## config.mk

```make
export PLATFORM = sky130hd
export DESIGN_NAME = uart_word_rx
export DESIGN_NICKNAME = d
export VERILOG_FILES = /design/src/rtl/uart_word_rx.sv
export SDC_FILE = /design/constraint.sdc
export NUM_CORES = 1
export LEC_CHECK = 0
export ABC_AREA = 0
export CAP_MARGIN = 20
export CORE_AREA = 2 2 154 111
export CTS_CLUSTER_SIZE = 10
export DETAILED_ROUTE_END_ITERATION = 12
export DIE_AREA = 0 0 156 113
export GPL_TIMING_DRIVEN = 0
export PLACE_DENSITY = 0.43
export SLEW_MARGIN = 20
export SYNTH_ARGS = -nofsm -noshare
export SYNTH_HDL_FRONTEND = slang
export SYNTH_SLANG_ARGS = --single-unit
```

## constraint.sdc

```tcl
create_clock -name clk -period 2.5 [get_ports clk]
set_input_delay 0.25 -clock clk [delete_from_list [all_inputs] [get_ports clk]]
set_output_delay 0.25 -clock clk [all_outputs]
set_load 0.01 [all_outputs]
```

## src/rtl/uart_word_rx.sv

```systemverilog
// UART 8N1 receiver that packs WORD_BYTES bytes (LSB byte first) into one word.
// Partial words are dropped on a framing error or after a period of line inactivity.
module uart_word_rx #(
    parameter int CLK_FREQ     = 50000000,
    parameter int BAUD         = 9600,
    parameter int WORD_BYTES   = 4,
    parameter int TIMEOUT_BITS = 20
) (
    input  logic                    clk,
    input  logic                    rst,
    input  logic                    rx,
    output logic [8*WORD_BYTES-1:0] data,
    output logic                    recv_done,
    output logic                    frame_err,
    output logic                    timeout,
    output logic                    busy
);
    localparam int CLKS_PER_BIT = CLK_FREQ / BAUD;
    localparam int HALF_BIT     = CLKS_PER_BIT / 2;
    localparam int TO_LIMIT     = TIMEOUT_BITS * CLKS_PER_BIT;
    localparam int CW           = $clog2(CLKS_PER_BIT + 1);
    localparam int TW           = $clog2(TO_LIMIT + 1);
    localparam int BW           = $clog2(WORD_BYTES + 1);
    localparam int DW           = 8 * WORD_BYTES;

    typedef enum logic [2:0] {IDLE, START, DATA, STOP, WAIT_HIGH} state_t;

    state_t          state_q, state_d;
    logic            rx_m, rx_s;
    logic [CW-1:0]   clk_cnt_q, clk_cnt_d;
    logic [2:0]      bit_cnt_q, bit_cnt_d;
    logic [7:0]      shift_q, shift_d;
    logic [BW-1:0]   byte_cnt_q, byte_cnt_d;
    logic [DW-1:0]   asm_q, asm_d;
    logic [DW-1:0]   data_q, data_d;
    logic [TW-1:0]   tmo_cnt_q, tmo_cnt_d;
    logic            done_d, ferr_d, tmo_d;

    always_comb begin
        state_d    = state_q;
        clk_cnt_d  = clk_cnt_q;
        bit_cnt_d  = bit_cnt_q;
        shift_d    = shift_q;
        byte_cnt_d = byte_cnt_q;
        asm_d      = asm_q;
        data_d     = data_q;
        tmo_cnt_d  = '0;
        done_d     = 1'b0;
        ferr_d     = 1'b0;
        tmo_d      = 1'b0;
        case (state_q)
            IDLE: begin
                // Inactivity counter only runs while a partial word is pending.
                if (byte_cnt_q != '0) begin
                    if (tmo_cnt_q == TW'(TO_LIMIT - 1)) begin
                        byte_cnt_d = '0;
                        tmo_d      = 1'b1;
                    end else begin
                        tmo_cnt_d = tmo_cnt_q + 1'b1;
                    end
                end
                if (!rx_s) begin
                    state_d   = START;
                    clk_cnt_d = '0;
                end
            end
            START: begin
                if (clk_cnt_q == CW'(HALF_BIT - 1)) begin
                    clk_cnt_d = '0;
                    bit_cnt_d = '0;
                    state_d   = rx_s ? IDLE : DATA;
                end else begin
                    clk_cnt_d = clk_cnt_q + 1'b1;
                end
            end
            DATA: begin
                if (clk_cnt_q == CW'(CLKS_PER_BIT - 1)) begin
                    clk_cnt_d = '0;
                    shift_d   = {rx_s, shift_q[7:1]};
                    if (bit_cnt_q == 3'd7) state_d = STOP;
                    else                   bit_cnt_d = bit_cnt_q + 3'd1;
                end else begin
                    clk_cnt_d = clk_cnt_q + 1'b1;
                end
            end
            STOP: begin
                if (clk_cnt_q == CW'(CLKS_PER_BIT - 1)) begin
                    clk_cnt_d = '0;
                    if (rx_s) begin
                        for (int i = 0; i < WORD_BYTES; i++)
                            if (byte_cnt_q == BW'(i)) asm_d[i*8 +: 8] = shift_q;
                        if (byte_cnt_q == BW'(WORD_BYTES - 1)) begin
                            data_d     = asm_d;
                            done_d     = 1'b1;
                            byte_cnt_d = '0;
                        end else begin
                            byte_cnt_d = byte_cnt_q + 1'b1;
                        end
                        state_d = IDLE;
                    end else begin
                        ferr_d     = 1'b1;
                        byte_cnt_d = '0;
                        state_d    = WAIT_HIGH;
                    end
                end else begin
                    clk_cnt_d = clk_cnt_q + 1'b1;
                end
            end
            WAIT_HIGH: begin
                if (rx_s) state_d = IDLE;
            end
            default: state_d = IDLE;
        endcase
    end

    always_ff @(posedge clk) begin
        if (rst) begin
            rx_m       <= 1'b1;
            rx_s       <= 1'b1;
            state_q    <= IDLE;
            clk_cnt_q  <= '0;
            bit_cnt_q  <= '0;
            shift_q    <= '0;
            byte_cnt_q <= '0;
            asm_q      <= '0;
            data_q     <= '0;
            tmo_cnt_q  <= '0;
            recv_done  <= 1'b0;
            frame_err  <= 1'b0;
            timeout    <= 1'b0;
        end else begin
            rx_m       <= rx;
            rx_s       <= rx_m;
            state_q    <= state_d;
            clk_cnt_q  <= clk_cnt_d;
            bit_cnt_q  <= bit_cnt_d;
            shift_q    <= shift_d;
            byte_cnt_q <= byte_cnt_d;
            asm_q      <= asm_d;
            data_q     <= data_d;
            tmo_cnt_q  <= tmo_cnt_d;
            recv_done  <= done_d;
            frame_err  <= ferr_d;
            timeout    <= tmo_d;
        end
    end

    assign data = data_q;
    assign busy = (state_q != IDLE);
endmodule

```

==> results.py, run 1 <==
metrics = {
    "worst_setup_path": {
        "cp-end-kind": "register",
        "crit_arrival_ns": 2.49,
        "cp-start-kind": "register",
        "critical_path_required_ns": 2.74,
        "critical_path_class": "reg -> reg",
        "reg2regPathDepth": 6,
        "path_max_fanout": 8,
    },
    "sta": {
        "slew_violations": 0,
        "hold_violations": 0,
        "fin_crit_sh_pct": 90.2,
        "period_minus_slack_ns": 2.26,
        "slew_headroom_pct": 49.3,
        "fmax_mhz": 443,
        "worst_pin_slew_ns": 0.761,
        "finalSetupViolations": 0,
        "fin_tns_setup_ns": 0,
        "rsz0062_at_grt": "no",
        "final.setup.worst_slack_ns": 0.244,
        "skew_ns": 0.0105,
        "timing.hold.ws_ns": 0.411,
    },
    "hold_path": {
        "hold_class": "reg -> reg",
        "hold_depth": 1,
    },
    "detailed_routing": {
        "first_iter_violations": 221,
        "viasPerCell": 4.83,
        "routedWlPerCell_um": 15.0,
        "routed_wl_mm": 11.8,
        "drc": 0,
        "ant_nets": 0,
        "drtPass1Iterations": 4,
        "dr_total_vias": 3794,
    },
    "cts": {
        "h-tree-depth": 3,
        "cts_resized": 0,
        "clk_latency_ns": 0.36,
        "clockBufferDepth": 2,
        "cts_made_buffers": 9,
        "clkTransAtPathRegs_ns": 0.08,
        "cts_root_buf": "clkbuf_16",
        "cts_tree": "done",
        "clock_sinks": 108,
        "cts-hold-fix-buffers": 0,
    },
    "cells_and_area": {
        "layout_commonest_cell": "dfxtp_1",
        "area_growth_pct": 19.3,
        "fin_cells": 785,
        "layout_common_cells": "108 x dfxtp_1, 92 x nor2_1, 59 x mux2i_1",
        "fillers": 1633,
        "utilization_pct": 35.4,
        "n_antenna_cell": 0,
        "layout-drive-gt1-share_pct": 8.10,
        "nets": 586,
        "final_area_um2": 5680,
    },
    "global_routing": {
        "grt_max_degree": 20,
        "overflow": 0,
        "grt_pass1_vias": 3527,
        "grt_usage_pct": 13.7,
        "antenna_found_initial": 0,
        "grt_pass1_wl_mm": 18.8,
    },
    "pwr": {
        "ir_worst_vdd_mv": 0.274,
        "power_density_nw_per_um2": 561,
        "leakage_nw": 1.97,
        "p_total_mw": 3.19,
    },
    "logic_synthesis": {
        "synth_area_leaders": "dfxtp_1 45%, mux2i_1 12%, nor2_1 7.2%, a211oi_1 4.1%, nand2_1 2.8%",
        "syn_nets": 537,
        "ys_seq_elements": 108,
        "synth_edf_count": 0,
        "synthCells": 526,
        "synthFlopType": "dfxtp_1",
        "async_flop_share_pct": 0,
        "synth.distinct_cells": 46,
        "ys_warn_count": 0,
        "avgSynthCellArea_um2": 9.06,
        "synth_top_area_share_pct": 45.4,
        "yosys.area.top_type": "dfxtp_1",
        "syn_area_um2": 4760,
        "seq_area_frac_synth_pct": 45.4,
    },
    "die": {
        "fp.dieW_um": 156,
        "dieArea_um2": 17600,
        "initial_core_util_pct": 29.7,
        "core_um2": 16100,
        "dieHeight_um": 113,
        "num_rows": 39,
        "io_pins": 39,
    },
    "run_status": {
        "status": "finished clean",
    },
    "flow_run": {
        "drv_cap": 0,
    },
    "placed_design": {
        "io_buffers": 38,
        "dp_hpwl_mm": 8.40,
        "dpl.cell_count": 769,
        "place_area_um2": 5400,
        "place.gp.congestion": 0.779,
        "dp_slack_ns": 0.203,
    },
}
worst max-delay path, stage by stage, from the launching register on:
cell and delay, ns:
dfxtp_1 0.38, ha_1 0.28, nor4bb_1 0.29, nand4_1 0.31, nor3_4 0.56, mux2i_1 0.25
nor2_1 0.05
sequential cells by signal, indices dropped and copies added (netlist names):
name and flops:
byte_cnt_q 3, state_q 3, bit_cnt_q 3, rx_m 1, data 32, asm_q 24, timeout 1, clk_cnt_q 13
tmo_cnt_q 17, shift_q 8, frame_err 1, rx_s 1, recv_done 1
cells by family after synthesis:
logic type	count (synthesis)	share of synthesized area (%)
AOI/OAI and AO/OA	65	9.43
xor gates and xnor gates	16	2.94
adders and majority gates	8	2.10
buffers and inverters	50	4.44
DFF	108	45.4
muxes	59	12.4
and+or+nand+nor	220	23.3
Yosys cell counts, types with 3 or more instances:
| cell type | count |
|---|---|
| nor2b_1 | 9 |
| nor4_1 | 3 |
| ha_1 | 8 |
| a22o_1 | 5 |
| xor2_1 | 11 |
| nand2b_1 | 6 |
| clkbuf_1 | 24 |
| nand3_1 | 15 |
| or2_2 | 5 |
| inv_1 | 7 |
| nor3b_1 | 5 |
| dfxtp_1 | 108 |
| xnor2_1 | 5 |
| nor3_1 | 9 |
| and3_1 | 8 |
| nor2_1 | 92 |
| o2111ai_1 | 3 |
| a21oi_1 | 13 |
| buf_2 | 14 |
| mux2i_1 | 59 |
| or3_1 | 3 |
| o21ai_0 | 7 |
| a211oi_1 | 26 |
| a31o_2 | 4 |
| nand2_1 | 36 |
| nand4_1 | 12 |
area by class of cell:
type                    count  area [µm²]  area share, %
inverters                   7        26.3          0.462
plain buffers              43         185           3.26
flip-flops and latches    108        2160           38.0
clock buffers               9         225           3.96
well taps                 205         256           4.51
multi-input cells         368        2390           42.0
clock inverters             7        58.8           1.03
repair buffers             38         380           6.69
final timing paths:
kind | end | slack, ns | from
setup reg to reg | asm_q[4] | 0.24 | clk_cnt_q[0]
setup / recovery | asm_q[4] | 0.24 | clk_cnt_q[0]
hold reg to reg | rx_s | 0.41 | rx_m
hold / removal | rx_s | 0.41 | rx_m
repair_timing:
item / in CTS / in global routing
hold endpoints to repair: 0 / 0
setup buffers: 0 / 0
setup endpoints to repair: 0 / 1
power breakdown:
part           leakage (nW)  total, mW  internal [mW]  switching (mW)
sequential            0.870       1.72           1.72         0.00236
combinational         0.965     0.0698         0.0199          0.0499
clock                 0.133       1.40          0.691           0.707
metal layers:
| layer | vias up | GRT usage, % | share of wire (%) |
|---|---|---|---|
| met1 | 1790 | 20.1 | 55 |
| li1 | 1936 | - | - |
| met2 | 56 | 19.8 | 41 |
| met4 | 0 | 4.46 | 1.5 |
| met5 | - | 0 | 0 |
| met3 | 12 | 3.37 | 3.0 |
(Power assumes the default switching activity.)
==> run 2, diff against run 1 <==
--- a/config.mk
+++ b/config.mk
@@ -13,6 +13,7 @@
 export DIE_AREA = 0 0 156 113
 export GPL_TIMING_DRIVEN = 0
 export PLACE_DENSITY = 0.43
+export SETUP_SLACK_MARGIN = 0.3
 export SLEW_MARGIN = 20
 export SYNTH_ARGS = -nofsm -noshare
 export SYNTH_HDL_FRONTEND = slang
==> constraint.sdc (replaced) <==
create_clock -name clk -period 2.9 [get_ports clk]
set_input_delay 0.29 -clock clk [delete_from_list [all_inputs] [get_ports clk]]
set_output_delay 0.29 -clock clk [all_outputs]
set_load 0.01 [all_outputs]
==> run 2 against run 1 <==
Effect of this change: utilization unchanged; via count is the same; cell area unchanged; critical path depth unchanged; clock power fell by 14%; largest cell class unchanged; largest power group unchanged.
==> results.py, run 2 (same netlist as run 1, synthesis figures left out) <==
metrics = {
    "sta": {
        "slew_headroom_pct": 49.3,
        "finalSetupViolations": 0,
        "fin_crit_sh_pct": 78.2,
        "worst_pin_slew_ns": 0.761,
        "fmax_mhz": 441,
        "rsz0062_at_grt": "no",
        "slew_violations": 0,
        "fin_tns_setup_ns": 0,
        "hold_violations": 0,
        "period_minus_slack_ns": 2.27,
        "skew_ns": 0.0105,
    },
    "hold_path": {
        "hold_class": "reg -> reg",
    },
    "detailed_routing": {
        "routed_wl_mm": 11.8,
        "first_iter_violations": 221,
        "ant_nets": 0,
        "drtPass1Iterations": 4,
        "dr_total_vias": 3794,
        "drc": 0,
        "viasPerCell": 4.83,
        "routedWlPerCell_um": 15.0,
    },
    "cells_and_area": {
        "final_area_um2": 5680,
        "largest_reg_flops": 32,
        "area_growth_pct": 19.3,
        "utilization_pct": 35.4,
        "n_antenna_cell": 0,
        "fin_cells": 785,
        "layout_commonest_cell": "dfxtp_1",
        "nets": 586,
        "layout-drive-gt1-share_pct": 8.10,
        "layout_common_cells": "108 x dfxtp_1, 92 x nor2_1, 59 x mux2i_1",
    },
    "die": {
        "num_rows": 39,
        "core_um2": 16100,
        "fp.dieW_um": 156,
        "dieHeight_um": 113,
        "initial_core_util_pct": 29.7,
        "io_pins": 39,
        "dieArea_um2": 17600,
    },
    "placed_design": {
        "place_area_um2": 5400,
        "io_buffers": 38,
        "place.gp.congestion": 0.779,
        "dp_hpwl_mm": 8.40,
        "dpl.cell_count": 769,
    },
    "cts": {
        "cts_root_buf": "clkbuf_16",
        "cts_resized": 0,
        "cts_made_buffers": 9,
        "clk_latency_ns": 0.36,
        "clkTransAtPathRegs_ns": 0.08,
        "cts_tree": "done",
        "postCtsSetupBuffers": 0,
        "h-tree-depth": 3,
        "clock_sinks": 108,
        "cts-hold-fix-buffers": 0,
        "clockBufferDepth": 2,
    },
    "pwr": {
        "p_total_mw": 2.75,
        "leakage_nw": 1.97,
        "power_density_nw_per_um2": 484,
        "ir_worst_vdd_mv": 0.236,
    },
    "global_routing": {
        "grt_max_degree": 20,
        "overflow": 0,
        "grt_pass1_wl_mm": 18.8,
        "grt_usage_pct": 13.7,
        "grt_pass1_vias": 3527,
        "antenna_found_initial": 0,
    },
    "worst_setup_path": {
        "path_buf_inv": 0,
        "critical_path_class": "reg -> reg",
        "reg2reg_slack_ns": 0.63,
        "path_max_fanout": 8,
        "crit_chain": "ha_1, nor4bb_1, nand4_1, nor3_4, mux2i_1, nor2_1",
        "cp_slowest_cell": "nor3_4",
        "cp-end-kind": "register",
        "crit_arrival_ns": 2.50,
        "critical_path_required_ns": 3.14,
        "path_delay_family": "simple AND/OR/NAND/NOR gates",
        "cpPeakStageDelay_ns": 0.58,
        "cp-start-kind": "register",
    },
    "flow_run": {
        "drv_cap": 0,
    },
    "run_status": {
        "status": "finished clean",
    },
}
==> run 2: per-stage QoR <==
stage	setup WS, ns	hold slack, ns
after floorplan	0.992	0.389
final	0.633	0.411
after global placement	0.620	0.396
after CTS	0.594	0.415
after detailed placement	0.603	0.396
after global routing	0.399	0.427
==> run 2: cell type report <==
type	instances	area (µm²)
Clock buffer	9	225
Timing Repair Buffer	38	380
Inverter	7	26.3
Tap cell	205	256
Multi-Input combinational cell	368	2390
Clock inverter	7	58.8
Buffer	43	185
Fill cell	1633	10400
Sequential cell	108	2160
==> run 2: path summary, 6_finish.rpt <==
kind | end | depth (start not counted) | start
min reg2reg | rx_s | 1 | rx_m
min | rx_s | 1 | rx_m
max | asm_q[4] | 6 | clk_cnt_q[0]
max reg2reg | asm_q[4] | 6 | clk_cnt_q[0]
==> run 2: layer usage <==
layer  wire (µm)  GRT usage (%)  vias to the layer above
li1            -              -                     1936
met1        6430           20.1                     1790
met2        4800           19.8                       56
met3         355           3.37                       12
met4         180           4.46                        0
met5           0              0                        -
==> run 2: worst reg2reg max path: stages (launching register included) <==
cell and delay [ns]:
dfxtp_1 0.38, ha_1 0.28, nor4bb_1 0.29, nand4_1 0.31
nor3_4 0.58, mux2i_1 0.26, nor2_1 0.05
==> run 2: where the power goes <==
| part | total (mW) | internal [mW] | leakage (nW) | switching, mW |
|---|---|---|---|---|
| logic | 0.0602 | 0.0171 | 0.965 | 0.0430 |
| clock network | 1.21 | 0.596 | 0.133 | 0.609 |
| registers | 1.49 | 1.48 | 0.870 | 0.00204 |
| total | 2.75 | 2.10 | 1.97 | 0.654 |
